[config.mk]
export PLATFORM = sky130hd
export DESIGN_NAME = ta_fifo_drain_arbiter
export DESIGN_NICKNAME = d
export VERILOG_FILES = /design/src/rtl/ta_arb_pkg.sv /design/src/rtl/ta_arb_age_ctr.sv /design/src/rtl/ta_fifo_drain_arbiter.sv
export SDC_FILE = /design/constraint.sdc
export NUM_CORES = 1
export LEC_CHECK = 0
export CELL_PAD_IN_SITES_DETAIL_PLACEMENT = 0
export CELL_PAD_IN_SITES_GLOBAL_PLACEMENT = 1
export CORE_ASPECT_RATIO = 0.7
export CORE_MARGIN = 10
export CORE_UTILIZATION = 34
export DETAILED_ROUTE_END_ITERATION = 8
export HOLD_SLACK_MARGIN = 0.12
export PLACE_DENSITY_LB_ADDON = 0.08
export SLEW_MARGIN = 5
export SYNTH_ARGS = -nofsm -noshare
export SYNTH_HDL_FRONTEND = slang
export SYNTH_HIERARCHICAL = 1
export SYNTH_SLANG_ARGS = --single-unit
[constraint.sdc]
create_clock -name clk -period 2.3 [get_ports clk]
set_input_delay 0.46 -clock clk [delete_from_list [all_inputs] [get_ports clk]]
set_output_delay 0.46 -clock clk [all_outputs]
set_load 0.01 [all_outputs]
[src/rtl/ta_arb_pkg.sv]
// Shared types and constants for the timing-adapter drain arbiter.
package ta_arb_pkg;

  typedef enum logic [1:0] {
    IDLE    = 2'd0,
    GRANT_A = 2'd1,
    GRANT_B = 2'd2
  } arb_state_e;

  localparam int ERR_BIT = 10;
  localparam int EOP_BIT = 9;
  localparam int SOP_BIT = 8;

  localparam logic CH_A = 1'b0;
  localparam logic CH_B = 1'b1;

endpackage

[src/rtl/ta_arb_age_ctr.sv]
// Per-channel saturating wait-age counter and start-eligibility compare.
// One cycle from a waiting beat to an updated age; elig_o is combinational.
module ta_arb_age_ctr #(
  parameter int START_LEVEL = 16,
  parameter int AGE_LIMIT   = 255,
  parameter int AGE_WIDTH   = 8,
  parameter int FILL_WIDTH  = 7
) (
  input  logic                  clk,
  input  logic                  reset,
  input  logic                  valid_i,
  input  logic [FILL_WIDTH-1:0] fill_level_i,
  input  logic                  clr_i,
  output logic                  elig_o
);

  logic [AGE_WIDTH-1:0] age_q, age_d;

  // Age only counts while a beat is actually waiting and the channel is not being served.
  always_comb begin
    age_d = age_q;
    if (!valid_i || clr_i) begin
      age_d = '0;
    end else if (age_q != '1) begin
      age_d = age_q + AGE_WIDTH'(1);
    end
  end

  always_ff @(posedge clk or posedge reset) begin
    if (reset) begin
      age_q <= '0;
    end else begin
      age_q <= age_d;
    end
  end

  assign elig_o = valid_i &&
                  ((int'(fill_level_i) >= START_LEVEL) || (int'(age_q) >= AGE_LIMIT));

endmodule

[src/rtl/ta_fifo_drain_arbiter.sv]
// Packet-granular arbiter draining two timing-adapter FIFOs onto one Avalon-ST stream.
// Zero-latency pass-through while granted; out_ready feeds straight back to the granted FIFO.
module ta_fifo_drain_arbiter
  import ta_arb_pkg::*;
#(
  parameter int START_LEVEL = 16,
  parameter int AGE_LIMIT   = 255,
  parameter int AGE_WIDTH   = 8,
  parameter int MAX_BEATS   = 1518,
  parameter int BEAT_WIDTH  = 11
) (
  input  logic                  clk,
  input  logic                  reset,
  input  logic [6:0]            a_fill_level,
  input  logic                  a_valid,
  input  logic [BEAT_WIDTH-1:0] a_data,
  output logic                  a_ready,
  input  logic [6:0]            b_fill_level,
  input  logic                  b_valid,
  input  logic [BEAT_WIDTH-1:0] b_data,
  output logic                  b_ready,
  output logic                  out_valid,
  output logic [BEAT_WIDTH-1:0] out_data,
  input  logic                  out_ready,
  output logic                  out_chan,
  output logic                  sop_err,
  output logic                  abort,
  output logic [15:0]           pkt_cnt_a,
  output logic [15:0]           pkt_cnt_b
);

  localparam int BCW = $clog2(MAX_BEATS + 1);

  arb_state_e     state_q, state_d;
  logic           rr_last_q, rr_last_d;
  logic [BCW-1:0] beat_cnt_q, beat_cnt_d;
  logic           sop_err_q, sop_err_d;
  logic           abort_q, abort_d;
  logic [15:0]    pkt_cnt_a_q, pkt_cnt_a_d;
  logic [15:0]    pkt_cnt_b_q, pkt_cnt_b_d;

  logic elig_a, elig_b;
  logic clr_a, clr_b;

  // A channel's age is frozen at zero from the grant decision until it is released.
  assign clr_a = (state_q == GRANT_A) || (state_d == GRANT_A);
  assign clr_b = (state_q == GRANT_B) || (state_d == GRANT_B);

  ta_arb_age_ctr #(
    .START_LEVEL (START_LEVEL),
    .AGE_LIMIT   (AGE_LIMIT),
    .AGE_WIDTH   (AGE_WIDTH),
    .FILL_WIDTH  (7)
  ) u_age_a (
    .clk          (clk),
    .reset        (reset),
    .valid_i      (a_valid),
    .fill_level_i (a_fill_level),
    .clr_i        (clr_a),
    .elig_o       (elig_a)
  );

  ta_arb_age_ctr #(
    .START_LEVEL (START_LEVEL),
    .AGE_LIMIT   (AGE_LIMIT),
    .AGE_WIDTH   (AGE_WIDTH),
    .FILL_WIDTH  (7)
  ) u_age_b (
    .clk          (clk),
    .reset        (reset),
    .valid_i      (b_valid),
    .fill_level_i (b_fill_level),
    .clr_i        (clr_b),
    .elig_o       (elig_b)
  );

  always_comb begin
    state_d     = state_q;
    rr_last_d   = rr_last_q;
    beat_cnt_d  = beat_cnt_q;
    sop_err_d   = 1'b0;
    abort_d     = 1'b0;
    pkt_cnt_a_d = pkt_cnt_a_q;
    pkt_cnt_b_d = pkt_cnt_b_q;
    out_valid   = 1'b0;
    out_data    = '0;
    out_chan    = CH_A;
    a_ready     = 1'b0;
    b_ready     = 1'b0;

    case (state_q)
      IDLE: begin
        // On a tie the channel served less recently wins.
        if (elig_a && (!elig_b || rr_last_q == CH_B)) begin
          state_d    = GRANT_A;
          rr_last_d  = CH_A;
          beat_cnt_d = '0;
        end else if (elig_b) begin
          state_d    = GRANT_B;
          rr_last_d  = CH_B;
          beat_cnt_d = '0;
        end
      end

      GRANT_A, GRANT_B: begin
        out_chan  = (state_q == GRANT_B) ? CH_B : CH_A;
        out_valid = out_chan ? b_valid : a_valid;
        out_data  = out_chan ? b_data : a_data;
        a_ready   = (state_q == GRANT_A) && out_ready;
        b_ready   = (state_q == GRANT_B) && out_ready;

        if (out_valid && out_ready) begin
          beat_cnt_d = beat_cnt_q + BCW'(1);
          sop_err_d  = (beat_cnt_q == '0) && !out_data[SOP_BIT];
          // eop wins over the watchdog when both land on the same beat.
          if (out_data[EOP_BIT]) begin
            state_d = IDLE;
            if (out_chan == CH_B) begin
              pkt_cnt_b_d = pkt_cnt_b_q + 16'd1;
            end else begin
              pkt_cnt_a_d = pkt_cnt_a_q + 16'd1;
            end
          end else if (beat_cnt_d == BCW'(MAX_BEATS)) begin
            state_d = IDLE;
            abort_d = 1'b1;
          end
        end
      end

      default: begin
        state_d = IDLE;
      end
    endcase
  end

  always_ff @(posedge clk or posedge reset) begin
    if (reset) begin
      state_q     <= IDLE;
      rr_last_q   <= CH_B;
      beat_cnt_q  <= '0;
      sop_err_q   <= 1'b0;
      abort_q     <= 1'b0;
      pkt_cnt_a_q <= '0;
      pkt_cnt_b_q <= '0;
    end else begin
      state_q     <= state_d;
      rr_last_q   <= rr_last_d;
      beat_cnt_q  <= beat_cnt_d;
      sop_err_q   <= sop_err_d;
      abort_q     <= abort_d;
      pkt_cnt_a_q <= pkt_cnt_a_d;
      pkt_cnt_b_q <= pkt_cnt_b_d;
    end
  end

  assign sop_err   = sop_err_q;
  assign abort     = abort_q;
  assign pkt_cnt_a = pkt_cnt_a_q;
  assign pkt_cnt_b = pkt_cnt_b_q;

endmodule

==> metrics.txt, run 1 <==
area of the multi-input gates 0.00221 mm²; final hold vios 0; DRT antenna net count 0; RSZ-0062 raised after global routing true; vias in the first global route 3451; CP arrival 2.66 ns; Fin Setup TNS -1.22 ns; share of cells above drive strength 1 31.0%; share of the synthesized area in the top cell type 42.5%; fmax 409 MHz; fin crit period 2.44 ns; most common cell after layout, fill and taps aside buf_4; Clock Tree Root clkbuf_16; area of the core 0.0105 mm²; Crit path required time 2.51 ns; clock sinks 64; DR WL/cell 15.3 µm; Max-Cap Viols 0; post-synthesis instance total 381; Vias per Instance 4.91; PD cells 899 mW/mm²; # diodes 0; Die W 145 µm; status complete, but fails checks; met1 GRT Util 17.5%; clock slew at reported path FFs 0.06 ns; worst-margin pin slew 0.476 ns; fin worst setup slack -0.143 ns; dpl cell area 0.00525 mm²; Die ar. 0.0155 mm²; Pleak 0.00262 µW; Post-route DRC 0; post-synthesis sequential area ratio 43.2%; Worst Hold Class reg -> reg; power consumption 5290 µW; register area 0.00161 mm²; Distinct cells, synth 56; ranking of synthesized cells by area dfrtp_1, xnor2_1, ha_1; port bufs 81; CP Launch Type flop; clock buffer count from CTS 9; Initial DRC Count 162; max_slew headroom 68.2%; CTS Hold Bufs 0; CP max FO 2; flip-flop and latch count after synthesis 64; synth warn 6; Post-synth EDFFs 0; fillers 940; worst vdd ir 416 µV; Ports 90; CP max stage delay 0.40 ns; clk_lat worst skew 0.33 ns; design area 0.00589 mm²; clk_skew 0.00484 ns; Nets 595; Tcrit/Tclk final 106%; Detailed Route WL 10600 µm; DP HPWL 7740 µm; Synth Flop Type dfrtp_1; final hold slack 0.466 ns; ys async rst share 100%; commonest non-fill, non-tap cells in the layout buf_4, clkdlybuf4s50_1, dfrtp_1, nand2_1, xnor2_1; first-pass GRT wire length 17200 µm; syn avg cell area 9.73 µm²; CTS HTree Levels 3; Synth Cell Area 0.00371 mm²; Final Max Slew Viols 0; Synth area leader dfrtp_1; slowest CP cell dfrtp_1; endpoint class of the critical path flop; Longest Clk Path Bufs 2; CTS tree yes; Die Y 107 µm; initial antenna violation count 0; Cell Chain, Critical Path ha_4 -> nand3_4 -> nor2_2 -> o41a_1 -> nand2b_4 -> inv_2 -> o21a_1 -> a31oi_2 -> a21bo_2 -> o41ai_4 -> nand2b_4 -> or3_1 -> o21ai_1; Final GP Congestion 0.849; Most common cell on crit path nand2b_4; DRT Pass-1 Iters 4; Initial Utilization 35.3%; GR peak layer met2; gr usage total 13.7%; area delta synth->final 58.8%; # setup viols final 14; Synthesized Nets 433; routing usage on met3 5.78%; met2 global-route usage 20.5%; Via Count 3417; Row Count 31; largest net degree at the start of global routing 23; failing checks setup timing; grt ovf 0; critical path type reg -> reg
## path summary, 6_finish.rpt
| kind | start | to | slack, ns | cells after the start |
|---|---|---|---|---|
| max reg2reg | u_age_b/age_q[0]$_DFFE_PP0P_ | u_age_b/age_q[4]$_DFFE_PP0P_ | -0.14 | 13 |
| min in group asynchronous | reset | u_age_b/age_q[0]$_DFFE_PP0P_ | 0.50 | 2 |
| max in group asynchronous | reset | beat_cnt_q[6]$_DFFE_PP0P_ | 1.24 | 3 |
| min reg2reg | pkt_cnt_a[15]$_DFFE_PP0P_ | pkt_cnt_a[15]$_DFFE_PP0P_ | 0.47 | 1 |
| min | pkt_cnt_a[15]$_DFFE_PP0P_ | pkt_cnt_a[15]$_DFFE_PP0P_ | 0.47 | 1 |
| max | u_age_b/age_q[0]$_DFFE_PP0P_ | u_age_b/age_q[4]$_DFFE_PP0P_ | -0.14 | 13 |
## timing repair
item / CTS / global route
pin swaps: 13 / 14
gates cloned: 0 / 1
gates resized for setup: 55 / 46
setup endpoints to repair: 31 / 28
setup buffers: 10 / 4
## flip-flops by register name, summed over array words and instances, names as in the netlist
name	cells
pkt_cnt_a	16
pkt_cnt_b	16
beat_cnt_q	11
u_age_a/age_q	8
u_age_b/age_q	8
state_q	2
abort	1
rr_last_q	1
sop_err	1
## layer usage
layer / wire length (µm) / share of wire (%) / up-vias
li1: - / - / 1674
met1: 5040 / 47 / 1638
met2: 4580 / 43 / 94
met3: 886 / 8.3 / 11
met4: 126 / 1.2 / 0
met5: 0 / 0 / -
## synth_stat cells, drive strengths merged (11+ instances only)
master / instances
ha: 11
a21oi: 11
nand3: 17
mux2i: 13
nor3: 14
nor2: 25
o21ai: 23
xnor2: 23
nand4: 11
nand2: 33
inv: 13
nor2b: 17
and3: 16
xor2: 11
dfrtp: 63
## metrics by stage
step | instances | util [%] | setup WS, ns
CTS | 692 | 55.4 | -0.0975
detailed placement | 667 | 49.9 | -0.436
global route | 696 | 56.0 | -0.228
global placement | 667 | 49.9 | -0.392
floorplan | 381 | - | -0.0540
finish | 696 | 56.0 | -0.143
## cell families (layout without fill, tap and decap cells)
kind of cell | after synthesis | count (layout) | share of synthesized area (%)
and+or+nand+nor | 162 | 162 | 23.9
AOI/OAI and AO/OA | 67 | 67 | 12.8
DFF | 64 | 64 | 43.2
xor gates and xnor gates | 34 | 34 | 8.03
buffers and inverters | 27 | 194 | 3.91
muxes | 16 | 16 | 4.42
adders and majority gates | 11 | 11 | 3.71
## worst max-delay path, delay by kind of cell (launching register included)
family | cells | cell delay (ns)
and+or+nand+nor | 5 | 0.59
DFF | 1 | 0.40
buffers and inverters | 1 | 0.03
AOI/OAI and AO/OA | 6 | 1.13
adders and majority gates | 1 | 0.17
## layout make-up
class | count | share of cell area [%]
Clock buffer | 10 | 4.06
Clock inverter | 6 | 1.96
Inverter | 13 | 0.829
Multi-Input combinational cell | 290 | 37.6
Sequential cell | 64 | 27.3
Tap cell | 148 | 3.15
Timing Repair Buffer | 165 | 25.2
## power by group
part	total, µW	leakage, µW	switching, µW	internal, µW
clock network	1610	0.000169	518	1090
logic	2290	0.00158	1050	1230
registers	1390	0.000870	143	1250
total	5290	0.00262	1720	3580
Power figures use the tool's default switching activity.
==> run 2, diff against run 1 <==
Settings changed: CORE_MARGIN 10 to 2, RECOVER_POWER set to 100.
==> metrics.txt, run 2 (same netlist as run 1, synthesis figures left out) <==
status complete, but fails checks; failing checks setup timing; DR WL/cell 14.4 µm; fin crit period 2.50 ns; Via Count 3399; # diodes 0; most common cell after layout, fill and taps aside buf_4; final core utilization 55.7%; clock buffer count from CTS 9; Buf/Inv on CP 1; fmax 400 MHz; clock slew at reported path FFs 0.06 ns; Fin Setup TNS -1.85 ns; CP max FO 6; Detailed Route WL 9860 µm; Most common cell on crit path nand2b_4; Longest Clk Path Bufs 2; share of cells above drive strength 1 31.0%; Cell Chain, Critical Path ha_4 -> nand3_4 -> nor2_4 -> o41a_1 -> nand2b_4 -> inv_2 -> o21a_1 -> a31oi_2 -> a21bo_2 -> o41ai_4 -> nand2b_4 -> or3_1 -> o21ai_1; Final GP Congestion 0.818; power consumption 5180 µW; port bufs 81; commonest non-fill, non-tap cells in the layout buf_4, clkdlybuf4s50_1, dfrtp_1, nand2_1, xnor2_1; Max-Cap Viols 0; Final Max Slew Viols 0; combinational share of power 45.6%; CP max stage delay 0.43 ns; # setup viols final 17; CTS tree yes; gr usage total 17.2%; Clk network pwr share 27.6%; CTS HTree Levels 3; DRT Pass-1 Iters 4; dpl cells 649; worst-margin pin slew 0.795 ns; fillers 947; area delta synth->final 57.2%; Ports 90; NetSw 1690 µW; Row Count 31; Pleak 0.00260 µW; grt ovf 0; clk_lat worst skew 0.34 ns; final hold vios 0; Vias per Instance 4.97; first-pass GRT wire length 15800 µm; Switching Share 32.7%; vias in the first global route 3274; fin worst setup slack -0.198 ns; worst vdd ir 419 µV; Die Y 91.4 µm; endpoint class of the critical path flop; Clock Tree Root clkbuf_16; clock sinks 64; largest net degree at the start of global routing 33; clk_skew 0.00894 ns; Worst Hold Class reg -> reg; delay-heaviest family, CP compound AO/OA/AOI/OAI gates; Initial Utilization 35.4%; PD cells 888 mW/mm²; Seq pwr share 26.7%; slowest CP cell o41a_1; Initial DRC Count 149; CP arrival 2.76 ns; RSZ-0062 raised after global routing true; Crit path required time 2.56 ns; cell-internal power 3480 µW; critical path type reg -> reg; CP Launch Type flop; DP HPWL 7190 µm; Post-route DRC 0; area of the core 0.0105 mm²; DRT antenna net count 0; max_slew headroom 47.0%; Die W 129 µm; initial antenna violation count 0; Tcrit/Tclk final 109%; Nets 599; Die ar. 0.0118 mm²; non-filler cells, final 684
-- run 2: worst register-to-register path, stage by stage (launching register included) --
cell and delay (ns):
dfrtp_1 0.41, ha_4 0.19, nand3_4 0.09, nor2_4 0.04, o41a_1 0.43, nand2b_4 0.17
inv_2 0.04, o21a_1 0.12, a31oi_2 0.05, a21bo_2 0.23, o41ai_4 0.06, nand2b_4 0.18
or3_1 0.35, o21ai_1 0.07
-- run 2: power by group through the flow --
stage | clock [µW] | combinational (µW) | sequential, µW
2_1_floorplan | 0 | 940 | 1410
3_3_place_gp | 0 | 1940 | 1400
3_5_place_dp | 0 | 1950 | 1400
4_1_cts | 1460 | 2150 | 1380
5_1_grt | 1510 | 2550 | 1400
6_report | 1430 | 2360 | 1380
-- run 2: per-layer routing --
metal	wire length, µm	up-vias	track usage (%)
met5	0	-	0
met2	4190	98	24.5
met1	4840	1612	24.2
met4	144	0	6.43
li1	-	1678	-
met3	685	11	5.30
-- run 2: what timing repair did --
item	in CTS	in global routing
endpoints found under the hold margin	0	0
buffers inserted	13	7
gates resized for setup	45	45
cloned	0	1
endpoints found under the setup margin	30	33
pin swaps	7	9
hold buffers	0	0
-- run 2: layout make-up --
class	instances	area, µm²	area share (%)
well taps	132	165	2.83
clock buffers	12	267	4.57
repair buffers	169	1500	25.7
inverters	13	48.8	0.837
multi-input cells	290	2190	37.6
clock inverters	4	51.3	0.880
flip-flops and latches	64	1600	27.5
-- run 2: through the flow --
| step | cell area (µm²) | hold WS [ns] | setup WS, ns |
|---|---|---|---|
| final | 5830 | 0.467 | -0.198 |
| after global routing | 5830 | 0.480 | -0.319 |
| after CTS | 5710 | 0.470 | -0.130 |
| after detailed placement | 5200 | 0.460 | -0.409 |
| after global placement | 5200 | 0.455 | -0.402 |
| after floorplan | 3770 | 0.276 | -0.0540 |
-- run 2: final timing paths --
| kind | start | endpoint | slack (ns) | depth (start not counted) |
|---|---|---|---|---|
| hold / removal | pkt_cnt_b[15]$_DFFE_PP0P_ | pkt_cnt_b[15]$_DFFE_PP0P_ | 0.47 | 1 |
| max in group asynchronous | reset | pkt_cnt_a[2]$_DFFE_PP0P_ | 0.34 | 3 |
| min in group asynchronous | reset | u_age_b/age_q[0]$_DFFE_PP0P_ | 0.57 | 2 |
| setup reg to reg | u_age_b/age_q[0]$_DFFE_PP0P_ | u_age_b/age_q[4]$_DFFE_PP0P_ | -0.20 | 13 |
| hold reg to reg | pkt_cnt_b[15]$_DFFE_PP0P_ | pkt_cnt_b[15]$_DFFE_PP0P_ | 0.47 | 1 |
| setup / recovery | u_age_b/age_q[0]$_DFFE_PP0P_ | u_age_b/age_q[4]$_DFFE_PP0P_ | -0.20 | 13 |
